[src/rtl/piso_frame_serializer.sv]
// Parallel-in, serial-out frame serializer with valid/ready load, selectable bit
// order and an optional idle gap between frames.
module piso_frame_serializer #(
  parameter int N         = 8,
  parameter bit MSB_FIRST = 1'b1,
  parameter int GAP       = 0
) (
  input  logic         clk,
  input  logic         rst,
  input  logic         clr,
  input  logic         load_valid,
  input  logic [N-1:0] load_data,
  output logic         load_ready,
  output logic         serial_out,
  output logic         shift_en,
  output logic         frame_done,
  output logic         busy
);

  localparam int CW = $clog2(N);
  localparam int GW = (GAP > 1) ? $clog2(GAP) : 1;
  localparam logic [CW-1:0] LAST_BIT = CW'(N - 1);
  localparam logic [GW-1:0] LAST_GAP = GW'((GAP > 0) ? GAP - 1 : 0);

  typedef enum logic [1:0] {
    ST_IDLE,
    ST_SHIFT,
    ST_GAP
  } state_t;

  state_t         state;
  state_t         state_next;
  logic [N-1:0]   sreg;
  logic [CW-1:0]  bit_cnt;
  logic [GW-1:0]  gap_cnt;
  logic           last_bit;
  logic           handshake;

  // Every output is decoded from registered state only; load_valid reaches no output.
  assign last_bit   = (state == ST_SHIFT) && (bit_cnt == LAST_BIT);
  assign load_ready = (state == ST_IDLE) || ((GAP == 0) && last_bit);
  assign handshake  = load_valid && load_ready;
  assign shift_en   = (state == ST_SHIFT);
  assign frame_done = last_bit;
  assign busy       = (state != ST_IDLE);
  assign serial_out = shift_en && (MSB_FIRST ? sreg[N-1] : sreg[0]);

  // NOTE: state_next gets its default before the case, so no path leaves it unassigned and no latch is inferred.
  always_comb begin
    state_next = state;
    case (state)
      ST_IDLE: begin
        if (handshake) state_next = ST_SHIFT;
      end
      ST_SHIFT: begin
        // With no gap, a reload in the last bit keeps the burst contiguous.
        if (last_bit) begin
          if (GAP > 0)         state_next = ST_GAP;
          else if (!handshake) state_next = ST_IDLE;
        end
      end
      ST_GAP: begin
        if (gap_cnt == LAST_GAP) state_next = ST_IDLE;
      end
      default: state_next = ST_IDLE;
    endcase
  end

  // NOTE: state updates use non-blocking assignments so every register samples pre-edge values.
  always_ff @(posedge clk) begin
    if (rst || clr) begin
      // NOTE: the shift register is cleared too, so an aborted word never leaks into a later frame.
      state   <= ST_IDLE;
      sreg    <= '0;
      bit_cnt <= '0;
      gap_cnt <= '0;
    end else begin
      state <= state_next;
      if (handshake) begin
        sreg    <= load_data;
        bit_cnt <= '0;
      end else if (state == ST_SHIFT) begin
        sreg    <= MSB_FIRST ? {sreg[N-2:0], 1'b0} : {1'b0, sreg[N-1:1]};
        bit_cnt <= bit_cnt + 1'b1;
      end
      gap_cnt <= (state == ST_GAP) ? gap_cnt + 1'b1 : '0;
    end
  end

endmodule
[config.mk]
export PLATFORM = sky130hd
export DESIGN_NAME = piso_frame_serializer
export DESIGN_NICKNAME = d
export VERILOG_FILES = /design/src/rtl/piso_frame_serializer.sv
export SDC_FILE = /design/constraint.sdc
export NUM_CORES = 1
export LEC_CHECK = 0
export ABC_CLOCK_PERIOD_IN_PS = 3350
export BUFFER_PORTS_ARGS = -buffer_cell sky130_fd_sc_hd__buf_2
export CORE_MARGIN = 8
export CORE_UTILIZATION = 30
export CTS_BUF_LIST = sky130_fd_sc_hd__clkbuf_16
export CTS_CLUSTER_DIAMETER = 200
export DETAILED_ROUTE_END_ITERATION = 10
export MAX_ROUTING_LAYER = met4
export PLACE_DENSITY = 0.56
export SLEW_MARGIN = 10
export SYNTH_ARGS = -nofsm -noshare
export SYNTH_HDL_FRONTEND = slang
export SYNTH_SLANG_ARGS = --single-unit
[constraint.sdc]
create_clock -name clk -period 3.35 [get_ports clk]
set_input_delay 0.67 -clock clk [delete_from_list [all_inputs] [get_ports clk]]
set_output_delay 0.67 -clock clk [all_outputs]
set_load 0.02 [all_outputs]
==> flow_summary.json <==
{
  "rsz0062_at_grt": "no",
  "reg2regPathDepth": 6,
  "hold_viol_final": 0,
  "post-route-util_pct": 39.3,
  "clk_latency_ns": 0.23,
  "synthCells": 64,
  "synth_most_common_cell": "o21ai_0",
  "gp_congestion": 0.724,
  "die_h_um": 60.4,
  "ctsHoldBuffers": 0,
  "whs_ns": 0.469,
  "root_buffer": "clkbuf_16",
  "endpoint_kind": "output port",
  "syn_to_final_growth_pct": 26.2,
  "cts_tree": "done",
  "pin_count": 17,
  "yosysWarnings": 0,
  "grt_max_degree": 12,
  "cts-htree-levels": 1,
  "num_rows": 16,
  "core_mm2": 0.00190,
  "leakage_nw": 0.297,
  "place_area_um2": 668,
  "syn_avg_cell_area_um2": 9.25,
  "crit_path_start_kind": "flip-flop",
  "place_ws_ns": 1.43,
  "initial_core_util_pct": 31.1,
  "pwr-share-seq_pct": 37.5,
  "fin_crit_ns": 2.16,
  "finalSetupViolCount": 0,
  "avgViaCountPerCell": 4.97,
  "worstMarginPinSlew_ns": 0.514,
  "yosysTopAreaCellShare_pct": 40.6,
  "fin_nets": 95,
  "drive_gt1_share_pct": 31.3,
  "track_usage_pct": 8.78,
  "synth.area.top_cells": "dfxtp_1 41%, o21ai_0 12%, a31oi_1 7.4%, a21oi_1 5.9%, ha_1 4.2%",
  "drv_slew": 0,
  "syn_nets": 78,
  "ff_latch_area_um2": 240,
  "synth_common_cells": "14 x o21ai_0, 12 x dfxtp_1, 7 x a21oi_1, 7 x a31oi_1, 3 x nor4_1",
  "diodes": 0,
  "arrival_ns": 1.49,
  "postRouteAntennaNets": 0,
  "path_clk_slew_ns": 0.04,
  "finalInstanceArea_um2": 747,
  "cts_buffers": 3,
  "vias": 532,
  "finClkSkew_ns": 0.00278,
  "fin_cells": 107,
  "die_area_mm2": 0.00365,
  "p_int_mw": 0.320,
  "synth_area_leader_cell": "dfxtp_1",
  "fin_ws_ns": 1.19,
  "synth_edf_count": 0,
  "hold-path-cell-count": 2,
  "clockPowerShare_pct": 53.0,
  "grt_overflow": 0,
  "portBuffers": 16,
  "ys_types": 20,
  "syn_area_um2": 592,
  "multi_input_area_um2": 302,
  "switching_share_pct": 20.9,
  "p_sw_mw": 0.0845,
  "clock.fmax_mhz": 464,
  "clock_path_buffers": 2,
  "hpwl_um": 995,
  "routed_wl_um": 1330,
  "fin_crit_sh_pct": 64.4,
  "slew_headroom_pct": 65.6,
  "hp-class": "reg2reg",
  "synth_seq_cells": 12,
  "grt_pass1_wl_um": 2390,
  "grt_antenna_before_repair": 0,
  "required_ns": 2.68,
  "power_frac_comb_pct": 9.5,
  "postCtsSetupRepairBufs": 0,
  "ys_seq_area_share_pct": 40.6,
  "die_w_um": 60.4,
  "cts_resized": 0,
  "grt_pass1_vias": 548,
  "clkSinkCount": 12,
  "finalPower_mw": 0.405,
  "synth_flop_cell": "dfxtp_1",
  "firstDrtPassIters": 4,
  "crit_type": "reg2out",
  "ir_drop_uv": 198,
  "place_inst": 103,
  "async_flop_share_pct": 0,
  "drc": 0,
  "setup-tns-final_ns": 0,
  "max_cap_violations": 0,
  "drt-initial-drc-count": 9,
  "routedWlPerCell_um": 12.4,
  "power_density_mw_per_mm2": 542,
  "outcome": "completed",
  "fillCellCount": 205,
  "worstPathMaxFanout": 10
}
worst paths after layout:
kind | from | endpoint | slack (ns)
min reg2reg | sreg[5]$_SDFFE_PP0P_ | sreg[6]$_SDFFE_PP0P_ | 0.47
min | sreg[5]$_SDFFE_PP0P_ | sreg[6]$_SDFFE_PP0P_ | 0.47
max reg2reg | bit_cnt[0]$_SDFFE_PP0P_ | sreg[0]$_SDFFE_PP0P_ | 1.85
max | bit_cnt[0]$_SDFFE_PP0P_ | load_ready | 1.19
cells in the final DEF, fill, tap and decap left out, drive strengths merged:
cell    instances
a21boi          1
a21oi           7
a31oi           7
a32oi           1
and2            2
buf            16
clkbuf          3
clkinv          1
dfxtp          12
ha              2
inv             2
mux2i           2
nor2            3
nor2b           1
nor3            1
nor4            3
o21ai          14
or2             1
xnor2           1
cell families after synthesis:
family | Yosys count | synth area share, %
AO/OA/AOI/OAI | 30 | 27.9
XOR/XNOR | 1 | 1.48
AND/OR/NAND/NOR | 11 | 14.0
buffers and inverters | 6 | 8.46
flip-flops | 12 | 40.6
multiplexers | 2 | 3.38
adder cells (fa/ha/maj) | 2 | 4.23
power by group through the flow:
stage | clock, mW | sequential [mW] | combinational, mW
final | 0.214 | 0.152 | 0.0386
after CTS | 0.218 | 0.152 | 0.0386
after global placement | 0 | 0.154 | 0.0379
after detailed placement | 0 | 0.154 | 0.0379
after global routing | 0.231 | 0.152 | 0.0436
after floorplan | 0 | 0.153 | 0.0280
area by class of cell:
class                   instances  share of cell area [%]
inverters                       2                    1.68
repair buffers                 16                    10.7
clock buffers                   3                    10.1
clock inverters                 1                   0.503
well taps                      27                    4.52
multi-input cells              46                    40.4
flip-flops and latches         12                    32.2
routing by layer:
metal	global-route usage (%)	vias up	share of wire, %
met1	9.45	247	43
met5	-	-	0
met3	2.54	2	5.5
met2	14.2	12	50
li1	-	271	-
met4	4.98	0	1.9
registers in the layout, indices dropped and copies added, names as in the netlist:
signal,count
sreg,8
bit_cnt,3
state,1
critical path, stage by stage (launching register included):
cell     delay (ns)
dfxtp_1        0.32
ha_1           0.20
ha_1           0.21
nor2b_4        0.28
inv_6          0.08
buf_2          0.17
Power figures use the tool's default switching activity.
